<file path="src/rtl/sobel_pkg.sv">
// Shared types and helpers for the Sobel gradient pipeline.
// Holds the magnitude mode encoding, the gradient width derivation and
// the saturation test used by the output stage.
package sobel_pkg;

   // Magnitude selection; 2'b11 is treated the same as MODE_BOTH.
   typedef enum logic [1:0] {
      MODE_VERT = 2'b00,
      MODE_HORZ = 2'b01,
      MODE_BOTH = 2'b10
   } mode_t;

   // Signed gradient width: a 1-2-1 sum of pixel differences spans
   // +/-4*(2^pix_w-1), which needs pix_w+3 bits including sign.
   function automatic int grad_width(input int pix_w);
      return pix_w + 32'sd3;
   endfunction

   // True when an unsigned magnitude exceeds the largest pixel value.
   function automatic logic sat_over(input logic [31:0] raw, input int pix_w);
      logic [31:0] max_v;
      max_v = (32'd1 << pix_w) - 32'd1;
      return (raw > max_v);
   endfunction

endpackage

</file>
<file path="src/rtl/sobel_kernel3.sv">
// Combinational 1-2-1 weighted sum of three signed differences.
// Used once for the vertical and once for the horizontal gradient.
module sobel_kernel3 #(
   parameter int W = 11
) (
   input  logic signed [W-1:0] d0,
   input  logic signed [W-1:0] d1,
   input  logic signed [W-1:0] d2,
   output logic signed [W-1:0] sum
);

   // Centre difference carries double weight; range fits W by construction.
   always_comb begin
      sum = d0 + (d1 <<< 1) + d2;
   end

endmodule

</file>
<file path="src/rtl/sobel_gradient_pipe.sv">
// Three-stage Sobel gradient pipeline producing gx, gy and a saturated
// mode-selected magnitude behind a valid/ready handshake. The whole pipe
// stalls together when the output is held; bubbles are not collapsed.
// Optional threshold flag enabled by defining SOBEL_THRESH_EN, which adds
// the thresh input and the is_edge output (edge is a reserved word).
module sobel_gradient_pipe
   import sobel_pkg::*;
#(
   parameter int PIX_W = 8
) (
   input  logic                               clk,
   input  logic                               n_rst,
   input  logic                               in_valid,
   output logic                               in_ready,
   input  logic [9*PIX_W-1:0]                 window,
   input  logic [1:0]                         mode,
`ifdef SOBEL_THRESH_EN
   input  logic [PIX_W-1:0]                   thresh,
   output logic                               is_edge,
`endif
   output logic                               out_valid,
   input  logic                               out_ready,
   output logic signed [grad_width(PIX_W)-1:0] gx,
   output logic signed [grad_width(PIX_W)-1:0] gy,
   output logic [PIX_W-1:0]                   mag
);

   localparam int GRAD_W = grad_width(PIX_W);
   localparam int MAG_W  = grad_width(PIX_W);

   // Zero-extend a pixel into the signed gradient domain.
   function automatic logic signed [GRAD_W-1:0] ext(input logic [PIX_W-1:0] p);
      return $signed({{(GRAD_W-PIX_W){1'b0}}, p});
   endfunction

   logic                     advance_s;
   logic [PIX_W-1:0]         pix_s [9];
   logic signed [GRAD_W-1:0] gy_t0_s, gy_t1_s, gy_t2_s;
   logic signed [GRAD_W-1:0] gx_u0_s, gx_u1_s, gx_u2_s;

   // Stage 1 state
   logic                     s1_valid_r;
   logic signed [GRAD_W-1:0] s1_t0_r, s1_t1_r, s1_t2_r;
   logic signed [GRAD_W-1:0] s1_u0_r, s1_u1_r, s1_u2_r;
   logic [1:0]               s1_mode_r;

   // Stage 2 state
   logic                     s2_valid_r;
   logic signed [GRAD_W-1:0] s2_gx_r, s2_gy_r;
   logic [1:0]               s2_mode_r;
   logic signed [GRAD_W-1:0] sum_gx_s, sum_gy_s;

   // Stage 3 combinational
   logic [MAG_W-1:0]         abs_gx_s, abs_gy_s, mag_raw_s;
   logic [PIX_W-1:0]         mag_next_s;

`ifdef SOBEL_THRESH_EN
   logic [PIX_W-1:0]         s1_thresh_r;
   logic [PIX_W-1:0]         s2_thresh_r;
`endif

   // Global advance: the pipe moves unless a held result blocks the output.
   always_comb begin
      advance_s = !out_valid || out_ready;
      in_ready  = advance_s;
   end

   // Split the window into pixels and form the six signed differences.
   always_comb begin
      for (int i = 0; i < 9; i++) begin
         pix_s[i] = window[i*PIX_W +: PIX_W];
      end
      gy_t0_s = ext(pix_s[0]) - ext(pix_s[6]);
      gy_t1_s = ext(pix_s[1]) - ext(pix_s[7]);
      gy_t2_s = ext(pix_s[2]) - ext(pix_s[8]);
      gx_u0_s = ext(pix_s[2]) - ext(pix_s[0]);
      gx_u1_s = ext(pix_s[5]) - ext(pix_s[3]);
      gx_u2_s = ext(pix_s[8]) - ext(pix_s[6]);
   end

   // Stage 1: capture differences and sideband on an accepted window.
   always_ff @(posedge clk) begin
      if (!n_rst) begin
         s1_valid_r  <= 1'b0;
         s1_t0_r     <= '0;
         s1_t1_r     <= '0;
         s1_t2_r     <= '0;
         s1_u0_r     <= '0;
         s1_u1_r     <= '0;
         s1_u2_r     <= '0;
         s1_mode_r   <= 2'b00;
`ifdef SOBEL_THRESH_EN
         s1_thresh_r <= '0;
`endif
      end else if (advance_s) begin
         s1_valid_r <= in_valid;
         if (in_valid) begin
            s1_t0_r     <= gy_t0_s;
            s1_t1_r     <= gy_t1_s;
            s1_t2_r     <= gy_t2_s;
            s1_u0_r     <= gx_u0_s;
            s1_u1_r     <= gx_u1_s;
            s1_u2_r     <= gx_u2_s;
            s1_mode_r   <= mode;
`ifdef SOBEL_THRESH_EN
            s1_thresh_r <= thresh;
`endif
         end
      end
   end

   sobel_kernel3 #(.W(GRAD_W)) u_kernel_gy (
      .d0  (s1_t0_r),
      .d1  (s1_t1_r),
      .d2  (s1_t2_r),
      .sum (sum_gy_s)
   );

   sobel_kernel3 #(.W(GRAD_W)) u_kernel_gx (
      .d0  (s1_u0_r),
      .d1  (s1_u1_r),
      .d2  (s1_u2_r),
      .sum (sum_gx_s)
   );

   // Stage 2: register the weighted gradient sums.
   always_ff @(posedge clk) begin
      if (!n_rst) begin
         s2_valid_r  <= 1'b0;
         s2_gx_r     <= '0;
         s2_gy_r     <= '0;
         s2_mode_r   <= 2'b00;
`ifdef SOBEL_THRESH_EN
         s2_thresh_r <= '0;
`endif
      end else if (advance_s) begin
         s2_valid_r <= s1_valid_r;
         if (s1_valid_r) begin
            s2_gx_r     <= sum_gx_s;
            s2_gy_r     <= sum_gy_s;
            s2_mode_r   <= s1_mode_r;
`ifdef SOBEL_THRESH_EN
            s2_thresh_r <= s1_thresh_r;
`endif
         end
      end
   end

   // Absolute values, mode selection and saturation to the pixel range.
   always_comb begin
      if (s2_gx_r[GRAD_W-1]) begin
         abs_gx_s = MAG_W'($unsigned(-s2_gx_r));
      end else begin
         abs_gx_s = MAG_W'($unsigned(s2_gx_r));
      end
      if (s2_gy_r[GRAD_W-1]) begin
         abs_gy_s = MAG_W'($unsigned(-s2_gy_r));
      end else begin
         abs_gy_s = MAG_W'($unsigned(s2_gy_r));
      end
      case (s2_mode_r)
         MODE_VERT: mag_raw_s = abs_gy_s;
         MODE_HORZ: mag_raw_s = abs_gx_s;
         default:   mag_raw_s = abs_gx_s + abs_gy_s;
      endcase
      if (sat_over(32'(mag_raw_s), PIX_W)) begin
         mag_next_s = {PIX_W{1'b1}};
      end else begin
         mag_next_s = mag_raw_s[PIX_W-1:0];
      end
   end

   // Stage 3: registered outputs, held while the consumer stalls.
   always_ff @(posedge clk) begin
      if (!n_rst) begin
         out_valid <= 1'b0;
         gx        <= '0;
         gy        <= '0;
         mag       <= '0;
`ifdef SOBEL_THRESH_EN
         is_edge   <= 1'b0;
`endif
      end else if (advance_s) begin
         out_valid <= s2_valid_r;
         if (s2_valid_r) begin
            gx      <= s2_gx_r;
            gy      <= s2_gy_r;
            mag     <= mag_next_s;
`ifdef SOBEL_THRESH_EN
            is_edge <= (mag_next_s >= s2_thresh_r);
`endif
         end
      end
   end

endmodule

</file>
<file path="config.mk">
export PLATFORM = sky130hd
export DESIGN_NAME = sobel_gradient_pipe
export DESIGN_NICKNAME = d
export VERILOG_FILES = /design/src/rtl/sobel_pkg.sv /design/src/rtl/sobel_kernel3.sv /design/src/rtl/sobel_gradient_pipe.sv
export SDC_FILE = /design/constraint.sdc
export NUM_CORES = 1
export LEC_CHECK = 0
export BUFFER_PORTS_ARGS = -buffer_cell sky130_fd_sc_hd__buf_2
export CAP_MARGIN = 10
export CORE_ASPECT_RATIO = 0.6
export CORE_UTILIZATION = 53
export DETAILED_ROUTE_END_ITERATION = 16
export PLACE_DENSITY = 0.77
export SYNTH_ARGS = -nofsm -noshare
export SYNTH_HDL_FRONTEND = slang
export SYNTH_SLANG_ARGS = --single-unit
</file>
<file path="constraint.sdc">
create_clock -name clk -period 3.1 [get_ports clk]
set_input_delay 0.775 -clock clk [delete_from_list [all_inputs] [get_ports clk]]
set_output_delay 0.775 -clock clk [all_outputs]
set_load 0.005 [all_outputs]
</file>
**After elaboration in Yosys (flattened, before gate mapping)**

Cells that the tools add are included.

- Flip-flop bits (word level): 121
- Output and inout port bits: 32
- Word-level logic and storage cells: 41
- Bits of input ports: 78

- Order comparisons: 1
- Reductions and logical operators: 6
- Equal/unequal tests: 1
- Muxes and demuxes: 4
- Add/subtract/negate cells: 13

Operator list:

| cell | number |
|---|---|
| $sub 8x8->9 | 6 |
| $add 11x11->11 | 3 |
| $add 11x10->11 | 2 |
| $mux 11 | 2 |
| $neg 11->11 | 2 |
| $pmux 11 s2 | 1 |
| $gt 11x8->1 const B | 1 |
| $mux 8 | 1 |
| $reduce_and 2->1 | 3 |
| $eq 2x1->1 const B | 1 |
| $logic_not 2->1 | 1 |
| $logic_not 1->1 | 1 |
| $logic_or 1x1->1 | 1 |

**Logic depth before layout (Yosys ltp)**

Gate-level depths: netlist of the first run.

- Depth in word-level cells: 6
- Gate-level depth with buffers: 13
- Mapped depth without buffers: 13

**Cells and area by module**

From an unflattened synthesis of the first run, not the netlist that was laid out.

- Cell total of the unflattened synthesis: 971
- Area total of the unflattened synthesis: 8,186.6 um2

Modules (own cells, without submodules):

| module | area an instance (um2) | cells each | sequential area each (um2) | times used |
|---|---|---|---|---|
| sobel_gradient_pipe | 6,975.4 | 849 | 2,262.2 | 1 |
| sobel_kernel3 at u_kernel_gx | 615.6 | 59 | 0.0 | 1 |
| sobel_kernel3 at u_kernel_gy | 595.6 | 63 | 0.0 | 1 |

**Least setup slack after synthesis of the first run**

OpenSTA, ideal clock, no wires.

- Path type: register -> register
- Start point: register s2_gx_r[2]
- End point: register mag[0]
- Path buffers: 0
- Data required time: 2.981 ns
- Slack: 0.056 ns
- Clock period less this slack: 3.044 ns
- Stages on the path, launching flop included: 11
- Setup time: 0.119 ns
- Arrival time: 2.925 ns
- Cells stage by stage: dfxtp_1 -> or4_4 -> or4_2 -> o21ai_0 -> xnor2_1 -> ha_1 -> a21oi_1 -> o21ai_0 -> xnor2_1 -> a31oi_4 -> o221a_2

- Word-level cells in the longest chain between the ends: 6

RTL lines:

| item | RTL line | text |
|---|---|---|
| start: declaration | sobel_gradient_pipe.sv:49 | `logic signed [GRAD_W-1:0] s2_gx_r, s2_gy_r;` |
| start signal: assignment | sobel_gradient_pipe.sv:139 | `s2_gx_r <= sum_gx_s;` |
| $neg 11->11 | sobel_gradient_pipe.sv:152 | `abs_gx_s = MAG_W'($unsigned(-s2_gx_r));` |
| $mux 11 (*) | sobel_gradient_pipe.sv:151 | `if (s2_gx_r[GRAD_W-1]) begin` |
| $add 11x11->11 | sobel_gradient_pipe.sv:164 | `default: mag_raw_s = abs_gx_s + abs_gy_s;` |
| $pmux 11 s2 (*) | sobel_gradient_pipe.sv:161 | `case (s2_mode_r)` |
| $gt 11x8->1 (*) | sobel_pkg.sv:23 | `return (raw > max_v);` |
| $mux 8 (*) | sobel_gradient_pipe.sv:166 | `if (sat_over(32'(mag_raw_s), PIX_W)) begin` |
| end signal: assignment | sobel_gradient_pipe.sv:188 | `mag <= mag_next_s;` |
| end: declaration | sobel_gradient_pipe.sv:25 | `output logic [PIX_W-1:0] mag` |

Every way passes the cells marked *; elsewhere a longest branch is shown, timed or not.
A chain may end at the register's enable or synchronous reset.

**Final worst setup path of the first run**

- Start point: register s2_gx_r[4]
- End point: register mag[1]

Same word-level chain as after synthesis.

==> key figures, run 1 <==
Outcome
  • Run status: complete, no violations

Die
  • Total Die Area: 15,700 um2
  • Ports placed on the boundary: 110
  • Starting Density: 55.0%
  • Width of the die: 161 um
  • Number of cell rows: 34
  • Core area: 14,700 um2
  • Chip Height: 97.6 um

Clocking
  • Clk buf depth: 2
  • Worst-Skew Late Latency: 420 ps
  • Number of buffers added by the clock tree synthesis step: 17
  • Hold Buf Count CTS: 0
  • CTS clock-pin slew for the worst setup and hold paths: 60 ps
  • Buffer cell driving the clock tree root: sky130_fd_sc_hd__clkbuf_16
  • TritonCTS clock tree: yes
  • CTS H-tree depth: 4
  • Clk sink count: 113

Yosys
  • Number of warnings printed during yosys synthesis: 0
  • Syn nets: 1,131
  • Async S/R FF share, synth: 0%
  • Most used DFF post-synth: sky130_fd_sc_hd__dfxtp_1
  • Area share of the largest cell type after synthesis: 28.0%
  • Post-Syn Area: 8070 um2
  • Cell type contributing the most total cell area after synthesis: sky130_fd_sc_hd__dfxtp_1
  • Register bit count reported by yosys: 113
  • Syn_area_per_cell: 8.53 um2
  • Number of enable flip-flop cells after synthesis: 0
  • Portion of the post-synthesis area used by sequential elements: 28.0%
  • Yosys cell types: 52
  • Largest cells by area after synthesis: sky130_fd_sc_hd__dfxtp_1, sky130_fd_sc_hd__ha_1, sky130_fd_sc_hd__nand2_1
  • Syn Inst Count: 946

Min path
  • Cell count of the worst hold path: 2
  • Hold worst-path end: gy[10]
  • Path category of the worst min-delay check: reg -> reg
  • Source of the worst hold timing path: gy[10]

Critical path
  • Maximum fanout count along the critical path: 8
  • Startpoint of the lowest-slack register-to-register path: s2_gx_r[4]
  • Slowest cell on the critical path: sky130_fd_sc_hd__or4_4
  • Largest stage delay on the critical path: 610 ps
  • Critical Path Sink Type: register
  • Kind of start point of the critical path: register
  • Internal reg-to-reg setup slack: 20 ps
  • Crit path required time: 3420 ps
  • CP bufs+invs: 0
  • Family of cells with the greatest summed delay on the critical path: compound AO/OA/AOI/OAI gates
  • Ordered cell list for the critical path: or4_4 > o21ai_4 > xnor2_2 > ha_1 > a21o_1 > a21o_1 > a21o_1 > a31oi_2 > xor2_1 > a31oi_4 > o221a_2
  • Arrival time of the worst setup path: 3400 ps
  • Cell depth of the worst flop-to-flop path: 11
  • CP Class: reg -> reg
  • FF-to-FF End: mag[1]
  • Most repeated library cell on the critical path: sky130_fd_sc_hd__a21o_1

Finish
  • Relative area change from synthesis to final layout: 20.5%
  • Layout cells sized above 1: 21.5%
  • Antenna diode count: 0
  • Total area of sequential cells: 2280 um2
  • Area occupied by multi-input gates: 5550 um2
  • Summed area of non-filler cells in the final layout: 9730 um2
  • Fillers: 1,226
  • Post-layout net count: 1,254

STA
  • Setup repair after global routing missed its margin: true
  • Fin Clk Skew: 8.41 ps
  • Fmax: 0.325 GHz
  • Final Hold Vio Count: 0
  • Setup Total Neg Slack: 0 ps
  • Least-Margin Pin Slew: 754 ps
  • Final period utilization: 99.4%
  • Max-slew violation count: 0
  • Worst slew margin relative to its limit: 49.8%
  • Finish-stage setup viols: 0
  • Min cycle time layout: 3080 ps

GRT
  • Pin count of the biggest net entering global routing: 62
  • Global-route wire length before repair: 34,100 um
  • Number of global-route vias before repair: 6,826
  • Number of antenna violations at the first check in global routing: 0
  • Total congestion overflow after global routing: 0
  • Tot GR Track Use: 27.5%

Detailed routing
  • Ratio of routed vias to standard cells: 5.52
  • Detailed-route via count: 7,055
  • Drt first pass iters: 5
  • Number of design rule violations left after detail routing: 0
  • Remaining antenna violation count: 0
  • Final wirelength: 21,000 um
  • Violation count after the first detailed-route iteration: 465
  • Drt wl/cell: 16.4 um

Power
  • Leakage Power: 4.54 nW
  • Pwr dens: 520 nW/um2
  • Peak supply drop: 0.311 mV

Place
  • Instance area at placement: 8910 um2
  • Post-detail-place hpwl: 15,700 um
  • Placer's final routability congestion estimate: 0.905
  • Port Buf Inserts: 101

Run
  • Number of maximum-capacitance constraint violations: 0
==> tightest hold or removal path, cell delays in order, from the launching register on <==
cell and delay, ps:
sky130_fd_sc_hd__dfxtp_1 300, sky130_fd_sc_hd__nand2_1 40, sky130_fd_sc_hd__a21boi_0 60
==> layout by cell type, fill, tap and decap left out, types with 10 or more instances in the layout <==
cell type,instances
sky130_fd_sc_hd__nand2_1,144
sky130_fd_sc_hd__ha_1,75
sky130_fd_sc_hd__a21o_1,27
sky130_fd_sc_hd__o31ai_1,17
sky130_fd_sc_hd__nor2b_1,15
sky130_fd_sc_hd__nor3_1,12
sky130_fd_sc_hd__nand3_1,35
sky130_fd_sc_hd__xnor2_1,51
sky130_fd_sc_hd__inv_1,70
sky130_fd_sc_hd__nand2b_1,13
sky130_fd_sc_hd__o211ai_1,10
sky130_fd_sc_hd__dfxtp_1,106
sky130_fd_sc_hd__fa_1,27
sky130_fd_sc_hd__nor2_1,13
sky130_fd_sc_hd__buf_4,47
sky130_fd_sc_hd__o21ai_0,62
sky130_fd_sc_hd__clkbuf_16,17
sky130_fd_sc_hd__a21boi_0,46
sky130_fd_sc_hd__o211a_1,15
sky130_fd_sc_hd__a21oi_1,25
sky130_fd_sc_hd__buf_2,100
sky130_fd_sc_hd__and2_1,20
==> how the worst max path moves through the flow <==
stage                  end  slack (ps)       start  cells after the start
finish              mag[1]          20  s2_gx_r[4]                     11
detailed placement  mag[5]        -210  s2_gy_r[0]                     13
CTS                 mag[0]           3  s2_gy_r[1]                     14
floorplan           mag[0]          60  s2_gx_r[2]                     10
global placement    mag[2]         -90  s2_gy_r[0]                     13
global route        mag[3]         -70  s2_gy_r[1]                     14
==> kinds of logic (layout without fill, tap and decap cells) <==
group / Yosys count / count (layout) / synth area share, %
compound gates: 245 / 245 / 21.0
xor+xnor: 61 / 61 / 6.62
mux: 11 / 11 / 1.39
flops: 113 / 113 / 28.0
simple gates: 293 / 293 / 17.7
fa+ha+maj: 107 / 107 / 19.1
buf+inv: 116 / 250 / 6.20
==> final cells by class <==
type / count / area share, %
Clock buffer: 19 / 4.55
Clock inverter: 11 / 0.707
Inverter: 72 / 2.83
Multi-Input combinational cell: 717 / 57.0
Sequential cell: 113 / 23.4
Tap cell: 198 / 2.55
Timing Repair Buffer: 148 / 8.98
==> Yosys cell counts (3+ instances only) <==
master / instances
sky130_fd_sc_hd__o31ai_1: 21
sky130_fd_sc_hd__a21oi_1: 27
sky130_fd_sc_hd__o21bai_1: 4
sky130_fd_sc_hd__mux2i_1: 9
sky130_fd_sc_hd__and3_1: 3
sky130_fd_sc_hd__nand3_1: 35
sky130_fd_sc_hd__a21boi_0: 46
sky130_fd_sc_hd__xor2_1: 5
sky130_fd_sc_hd__a21o_1: 27
sky130_fd_sc_hd__o21ai_0: 68
sky130_fd_sc_hd__and2_1: 21
sky130_fd_sc_hd__nand2_1: 146
sky130_fd_sc_hd__nor2b_1: 16
sky130_fd_sc_hd__buf_1: 3
sky130_fd_sc_hd__a2111oi_0: 8
sky130_fd_sc_hd__xnor2_1: 56
sky130_fd_sc_hd__nand4b_1: 9
sky130_fd_sc_hd__or3_1: 9
sky130_fd_sc_hd__nor2_1: 14
sky130_fd_sc_hd__dfxtp_1: 113
sky130_fd_sc_hd__o21a_1: 4
sky130_fd_sc_hd__fa_1: 27
sky130_fd_sc_hd__nor3_1: 12
sky130_fd_sc_hd__inv_1: 72
sky130_fd_sc_hd__o221a_2: 8
sky130_fd_sc_hd__ha_1: 80
sky130_fd_sc_hd__clkbuf_8: 4
sky130_fd_sc_hd__a31oi_1: 3
sky130_fd_sc_hd__o211ai_1: 10
sky130_fd_sc_hd__nand2b_1: 13
sky130_fd_sc_hd__clkbuf_1: 33
sky130_fd_sc_hd__o211a_1: 15
==> flip-flops by register name, summed over array words and instances, names as in the netlist <==
register    count
gx             11
gy             11
mag             8
out_valid       1
s1_mode_r       2
s1_t0_r         9
s1_t1_r         9
s1_t2_r         9
s1_u0_r         9
s1_u1_r         9
s1_u2_r         9
s1_valid_r      1
s2_gx_r        11
s2_gy_r        11
s2_mode_r       2
s2_valid_r      1
==> power by group <==
part           switching, W  internal [W]
clock network      0.000697       0.00102
registers          0.000137       0.00157
logic              0.000836      0.000796
total               0.00167       0.00339
==> through the flow <==
stage	std cells	util, %	setup WS (ps)	power, W	hold slack [ps]
finish	1278	66.3	19.4	0.00506	459
global route	1278	66.3	-70.8	0.00534	485
CTS	1270	64.4	3.42	0.00492	463
detailed placement	1240	60.7	-209	0.00320	456
global placement	1240	60.7	-91.6	0.00315	452
floorplan	946	-	55.9	0.00275	441
==> timing repair <==
| action | 4_1_cts | 5_1_grt |
|---|---|---|
| endpoints found under the setup margin | 8 | 8 |
| pin swaps | 5 | 24 |
| buffers inserted | 0 | 8 |
| resized for setup | 11 | 45 |
| hold endpoints to repair | 0 | 0 |
==> per-layer routing <==
layer / GRT usage [%] / wire length (um) / vias up
met3: 5.89 / 1370 / 27
li1: - / - / 3535
met1: 41.4 / 10700 / 3283
met4: 7.11 / 220 / 0
met2: 39.2 / 8720 / 210
met5: 0 / 0 / -
No activity file was read; power rests on OpenSTA's default activity.
==> inputs of run 2 (changes only) <==
--- a/config.mk
+++ b/config.mk
@@ -8,9 +8,9 @@
 export BUFFER_PORTS_ARGS = -buffer_cell sky130_fd_sc_hd__buf_2
 export CAP_MARGIN = 10
 export CORE_ASPECT_RATIO = 0.6
-export CORE_UTILIZATION = 53
+export CORE_UTILIZATION = 44
 export DETAILED_ROUTE_END_ITERATION = 16
-export PLACE_DENSITY = 0.77
+export PLACE_DENSITY = 0.66
 export SYNTH_ARGS = -nofsm -noshare
 export SYNTH_HDL_FRONTEND = slang
 export SYNTH_SLANG_ARGS = --single-unit
==> run 2 against run 1 <==
The run now ends with setup timing left; highest routed layer unchanged; non-clock buffer count rose by 5; setup slack lost 20 ps; largest power group unchanged; sequential cell count stayed put; final cell count up 3.3%; final area grew 1.6%; register-to-register slack worse by 20 ps.
==> key figures, run 2 (synthesis results as in run 1) <==
Finish
  • Final cell count without fillers: 1,320 (+3.3%)
  • Post-layout net count: 1,259 (+0.40%)
  • Antenna diode count: 0 (unchanged)
  • Layout cells sized above 1: 20.8% (-0.67 points)
  • Relative area change from synthesis to final layout: 22.5%
  • Commonest non-fill, non-tap cells in the layout: sky130_fd_sc_hd__nand2_1, sky130_fd_sc_hd__dfxtp_1, sky130_fd_sc_hd__buf_2
  • Fillers: 1,627 (+33%)
  • Most common library cell in the layout ignoring fill and taps: sky130_fd_sc_hd__nand2_1

Power
  • Leakage Power: 4.61 nW (+1.5%)
  • Share of total power in combinational logic: 29.7% (-2.5 points)
  • Net switching power of the design: 0.00166 W (-0.59%)
  • Sequential power share: 31.2% (-2.6 points)
  • Switching share of total power: 30.3% (-2.8 points)
  • Peak supply drop: 0.500 mV (+60%)
  • Pwr dens: 555 nW/um2 (+6.7%)
  • Internal power contribution: 0.00383 W (+13%)
  • Clock share of power: 39.2% (+5.3 points)

STA
  • Min cycle time layout: 3100 ps (+20.3 ps)
  • Fin Clk Skew: 8.52 ps (+0.107 ps)
  • Final Hold Vio Count: 0 (unchanged)
  • Fmax: 0.322 GHz (-0.65%)
  • Final hold slack: 462 ps (+3.38 ps)
  • Least-Margin Pin Slew: 786 ps (+32.5 ps)
  • Finish-stage setup viols: 1 (+1)
  • Final period utilization: 100% (+0.65 points)
  • Setup Total Neg Slack: -0.848 ps (-0.848 ps)
  • PnR worst setup slack: -0.848 ps (-20.3 ps)
  • Max-slew violation count: 0 (unchanged)
  • Worst slew margin relative to its limit: 47.6% (-2.2 points)
  • Setup repair after global routing missed its margin: true

Detailed routing
  • Ratio of routed vias to standard cells: 5.27 (-4.6%)
  • Detailed-route via count: 6,952 (-1.5%)
  • Number of design rule violations left after detail routing: 0 (unchanged)
  • Drt first pass iters: 5 (unchanged)
  • Final wirelength: 21,000 um (-0.16%)
  • Violation count after the first detailed-route iteration: 508 (+9.2%)
  • Remaining antenna violation count: 0 (unchanged)
  • Drt wl/cell: 15.9 um (-3.3%)

Clocking
  • Clk buf depth: 2 (unchanged)
  • CTS H-tree depth: 4 (unchanged)
  • CTS clock-pin slew for the worst setup and hold paths: 50 ps (about the same)
  • Buffer cell driving the clock tree root: sky130_fd_sc_hd__clkbuf_16
  • Worst-Skew Late Latency: 410 ps (about the same)
  • Clk sink count: 113 (unchanged)
  • TritonCTS clock tree: yes
  • Number of buffers added by the clock tree synthesis step: 17 (unchanged)

Outcome
  • Violated checks: setup timing
  • Run status: complete, but fails checks

Critical path
  • Critical Path Sink Type: register
  • Kind of start point of the critical path: register
  • Crit path required time: 3400 ps (-20 ps)
  • CP Class: reg -> reg
  • Maximum fanout count along the critical path: 8 (unchanged)
  • Arrival time of the worst setup path: 3400 ps (about the same)

Die
  • Width of the die: 177 um (+9.6%)
  • Total Die Area: 18,900 um2 (+20%)
  • Starting Density: 46.0% (-9.0 points)
  • Chip Height: 107 um (+9.6%)
  • Number of cell rows: 37 (+8.8%)
  • Core area: 17,500 um2 (+20%)
  • Ports placed on the boundary: 110 (unchanged)

Place
  • Placer's final routability congestion estimate: 0.870 (-3.8%)
  • Port Buf Inserts: 101 (unchanged)
  • Post-placement cell count: 1,284 (+3.5%)
  • Post-detail-place hpwl: 15,800 um (+0.84%)

Run
  • Number of maximum-capacitance constraint violations: 0 (unchanged)

GRT
  • Number of global-route vias before repair: 6,501 (-4.8%)
  • Pin count of the biggest net entering global routing: 77 (+24%)
  • Number of antenna violations at the first check in global routing: 0 (unchanged)
  • Global-route wire length before repair: 33,400 um (-1.9%)
  • Tot GR Track Use: 22.8% (-4.7 points)
  • Total congestion overflow after global routing: 0 (unchanged)

Min path
  • Path category of the worst min-delay check: reg -> reg
==> run 2: changes by cell type in the layout (fill, tap and decap cells not counted), sizes merged <==
cell,previous run,this run
clkinv,7,4
clkinvlp,4,2
buf,148,153
bufinv,0,5
clkbuf,19,20
==> run 2: worst max-delay path, stage by stage, from the launching register on <==
cell and delay, ps:
sky130_fd_sc_hd__dfxtp_2 320, sky130_fd_sc_hd__or4_4 600, sky130_fd_sc_hd__buf_6 150, sky130_fd_sc_hd__or4_4 410, sky130_fd_sc_hd__o21ai_2 140, sky130_fd_sc_hd__xnor2_1 80, sky130_fd_sc_hd__ha_1 360, sky130_fd_sc_hd__a21oi_2 170
sky130_fd_sc_hd__o21ai_2 90, sky130_fd_sc_hd__xnor2_2 210, sky130_fd_sc_hd__a31oi_4 180, sky130_fd_sc_hd__o221a_2 280
==> run 2: worst paths after layout <==
path | slack, ps | endpoint | startpoint | cells past startpoint
setup reg to reg | -0.8 | mag[7] | s2_gx_r[3] | 11
hold / removal | 460 | gx[4] | gx[4] | 2
setup / recovery | -0.8 | mag[7] | s2_gx_r[3] | 11
hold reg to reg | 460 | gx[4] | gx[4] | 2
==> run 2: power by group through the flow <==
stage                     logic (W)  registers [W]  clock network [W]
after floorplan             0.00105        0.00169                  0
after global placement      0.00147        0.00173                  0
after detailed placement    0.00149        0.00173                  0
after CTS                   0.00152        0.00170            0.00216
after global routing        0.00181        0.00173            0.00224
final                       0.00163        0.00171            0.00215
==> run 2: per-stage QoR <==
stage / worst slack (ps) / area, um2 / total power (W) / utilization (%)
2_1_floorplan: 55.9 / 8070 / 0.00275 / -
3_3_place_gp: -92.5 / 9010 / 0.00320 / 51.4
3_5_place_dp: -152 / 9010 / 0.00322 / 51.4
4_1_cts: 2.77 / 9690 / 0.00538 / 55.2
5_1_grt: -89.5 / 9890 / 0.00578 / 56.4
6_report: -0.848 / 9890 / 0.00549 / 56.4
==> run 2: what timing repair did <==
action,CTS,global route
setup endpoints to repair,8,8
pin swaps,10,21
setup buffers,1,4
hold buffers,0,0
resized for setup,9,32
==> run 2: layer usage <==
metal  track usage (%)  up-vias  share of wire (%)
met4              4.99        0               0.58
met1              36.1     3246                 55
met3              3.94       11                4.7
met2              31.2      156                 39
li1                  -     3539                  -
met5                 0        -                  0
==> run 2: final cells by class <==
class	instances	area (um2)	share of cell area [%]
Clock buffer	20	457	4.62
Tap cell	234	293	2.96
Sequential cell	113	2270	23.0
Inverter	72	270	2.73
Clock inverter	11	185	1.87
Multi-Input combinational cell	717	5480	55.4
Timing Repair Buffer	153	931	9.41
==> inputs of run 3 (changes only) <==
--- a/config.mk
+++ b/config.mk
@@ -10,7 +10,6 @@
 export CORE_ASPECT_RATIO = 0.6
 export CORE_UTILIZATION = 44
 export DETAILED_ROUTE_END_ITERATION = 16
-export PLACE_DENSITY = 0.66
 export SYNTH_ARGS = -nofsm -noshare
 export SYNTH_HDL_FRONTEND = slang
 export SYNTH_SLANG_ARGS = --single-unit
==> constraint.sdc (replaced) <==
create_clock -name clk -period 3.6 [get_ports clk]
set_input_delay 0.9 -clock clk [delete_from_list [all_inputs] [get_ports clk]]
set_output_delay 0.9 -clock clk [all_outputs]
set_load 0.005 [all_outputs]
==> run 3 against run 2 <==
The flow now finishes without violations; clock skew rose by 1.8 ps; final cell count fell by 2.9%; sequential power fell by 14%; die area did not move; global-route usage fell by 0.13 points; power fell by 20%; register-to-register slack improved by 160 ps; clock power fell by 20%; critical path depth rose by 2; critical path type unchanged; highest routed layer unchanged.
==> key figures, run 3 (synthesis results as in run 1) <==
Place
  • Placer's final routability congestion estimate: 0.887 (+2.0%)
  • Instance area at placement: 8740 um2 (-3.0%)
  • Port Buf Inserts: 101 (unchanged)
  • Post-detail-place hpwl: 15,600 um (-1.5%)

Detailed routing
  • Final wirelength: 20,100 um (-4.0%)
  • Ratio of routed vias to standard cells: 5.26 (about the same)
  • Number of design rule violations left after detail routing: 0 (unchanged)
  • Violation count after the first detailed-route iteration: 470 (-7.5%)
  • Drt wl/cell: 15.7 um (-1.1%)
  • Remaining antenna violation count: 0 (unchanged)
  • Detailed-route via count: 6,747 (-2.9%)
  • Drt first pass iters: 5 (unchanged)

STA
  • Max-slew violation count: 0 (unchanged)
  • Finish-stage setup viols: 0 (-1)
  • Min cycle time layout: 3440 ps (+344 ps)
  • Fmax: 0.290 GHz (-10%)
  • Setup repair after global routing missed its margin: false
  • Final period utilization: 95.7% (-4.3 points)
  • Final hold slack: 461 ps (-1.68 ps)
  • Worst slew margin relative to its limit: 47.6% (about the same)
  • Least-Margin Pin Slew: 787 ps (+0.481 ps)
  • Fin Clk Skew: 10.4 ps (+1.84 ps)
  • Final Hold Vio Count: 0 (unchanged)
  • Setup Total Neg Slack: 0 ps (+0.848 ps)

Power
  • Pwr dens: 471 nW/um2 (-15%)
  • Peak supply drop: 0.333 mV (-33%)
  • Leakage Power: 4.35 nW (-5.6%)

Die
  • Chip Height: 107 um (unchanged)
  • Number of cell rows: 37 (unchanged)
  • Total Die Area: 18,900 um2 (unchanged)
  • Ports placed on the boundary: 110 (unchanged)
  • Core area: 17,500 um2 (unchanged)
  • Width of the die: 177 um (unchanged)
  • Starting Density: 46.0% (unchanged)

Clocking
  • Number of buffers added by the clock tree synthesis step: 17 (unchanged)
  • Buffer cell driving the clock tree root: sky130_fd_sc_hd__clkbuf_16
  • CTS clock-pin slew for the worst setup and hold paths: 50 ps (about the same)
  • Clk sink count: 113 (unchanged)
  • TritonCTS clock tree: yes
  • Setup bufs post-CTS: 0 (-1)
  • Worst-Skew Late Latency: 410 ps (about the same)
  • Clk buf depth: 2 (unchanged)
  • CTS H-tree depth: 4 (unchanged)

Finish
  • Commonest non-fill, non-tap cells in the layout: sky130_fd_sc_hd__nand2_1, sky130_fd_sc_hd__dfxtp_1, sky130_fd_sc_hd__buf_2
  • Area occupied by multi-input gates: 5320 um2 (-3.0%)
  • Post-layout net count: 1,220 (-3.1%)
  • Most common library cell in the layout ignoring fill and taps: sky130_fd_sc_hd__nand2_1
  • Layout cells sized above 1: 15.7% (-5.1 points)
  • Total area of sequential cells: 2260 um2 (-0.44%)
  • Relative area change from synthesis to final layout: 15.9%
  • Fillers: 1,670 (+2.6%)
  • Antenna diode count: 0 (unchanged)
  • Summed area of non-filler cells in the final layout: 9350 um2 (-5.4%)

Critical path
  • Ordered cell list for the critical path: inv_1 > ha_1 > nand2_1 > nand2_1 > xnor2_1 > ha_1 > o211a_1 > o31ai_2 > a21oi_1 > or3_2 > a21oi_1 > a31oi_4 > o221a_2
  • Arrival time of the worst setup path: 3740 ps (+340 ps)
  • CP Class: reg -> reg
  • Internal reg-to-reg setup slack: 160 ps (+160 ps)
  • Cell depth of the worst flop-to-flop path: 13 (+2)
  • Critical Path Sink Type: register
  • Kind of start point of the critical path: register
  • FF-to-FF End: mag[5]
  • Startpoint of the lowest-slack register-to-register path: s2_gy_r[1]
  • Largest stage delay on the critical path: 480 ps (-120 ps)
  • CP bufs+invs: 1 (unchanged)
  • Crit path required time: 3890 ps (+490 ps)
  • Slowest cell on the critical path: sky130_fd_sc_hd__dfxtp_1
  • Maximum fanout count along the critical path: 8 (unchanged)
  • Family of cells with the greatest summed delay on the critical path: compound AO/OA/AOI/OAI gates

Min path
  • Hold worst-path end: gx[10]
  • Source of the worst hold timing path: gx[10]
  • Path category of the worst min-delay check: reg -> reg
  • Cell count of the worst hold path: 2 (unchanged)

GRT
  • Global-route wire length before repair: 33,200 um (-0.58%)
  • Number of antenna violations at the first check in global routing: 0 (unchanged)
  • Total congestion overflow after global routing: 0 (unchanged)
  • Tot GR Track Use: 22.6% (-0.13 points)
  • Pin count of the biggest net entering global routing: 74 (-3.9%)
  • Number of global-route vias before repair: 6,336 (-2.5%)

Outcome
  • Run status: complete, no violations

Run
  • Number of maximum-capacitance constraint violations: 0 (unchanged)
-- run 3: routing by layer --
metal	vias up	track usage (%)	routed length (um)
met5	-	0	0
met4	0	4.06	92
met3	10	5.14	1260
met2	156	29.9	7410
met1	3110	36.3	11400
li1	3471	-	-
-- run 3: worst max-delay path by stage --
| stage | startpoint | end | slack, ps | cells past startpoint |
|---|---|---|---|---|
| finish | s2_gy_r[1] | mag[5] | 160 | 13 |
| global route | s2_gy_r[0] | mag[5] | 20 | 13 |
| CTS | s2_gy_r[1] | mag[5] | 240 | 12 |
| detailed placement | s2_gy_r[1] | mag[4] | 250 | 12 |
| global placement | s2_gy_r[1] | mag[7] | 300 | 12 |
| floorplan | s2_gx_r[2] | mag[0] | 560 | 10 |
-- run 3: repair_timing --
item	in CTS	in global routing
gates resized for setup	0	1
setup endpoints to repair	0	7
hold buffers	0	0
-- run 3: layout make-up --
cell class                 instances  share of cell area, %
clock inverter                    13                   1.73
clock buffer                      19                   4.74
tap                              234                   3.13
timing repair buffer             114                   6.47
inverter                          72                   2.89
sequential                       113                   24.2
multi-input combinational        717                   56.9
-- run 3: stage by stage --
step / util [%] / setup WS [ps] / cells / power, W
detailed placement: 49.8 / 251 / 1250 / 0.00269
CTS: 53.3 / 241 / 1282 / 0.00443
global route: 53.3 / 23.2 / 1282 / 0.00467
global placement: 49.8 / 296 / 1250 / 0.00268
floorplan: - / 556 / 946 / 0.00236
finish: 53.3 / 155 / 1282 / 0.00440
-- run 3: power breakdown --
| part | switching (W) | internal, W | leakage, nW |
|---|---|---|---|
| Sequential | 0.000114 | 0.00135 | 0.927 |
| Clock | 0.000625 | 0.00111 | 0.285 |
| Combinational | 0.000646 | 0.000559 | 3.14 |
| Total | 0.00139 | 0.00302 | 4.35 |
-- run 3: worst min-delay path, stage by stage, from the launching register on --
cell	delay, ps
sky130_fd_sc_hd__dfxtp_1	300
sky130_fd_sc_hd__nand2_1	40
sky130_fd_sc_hd__a21boi_0	60
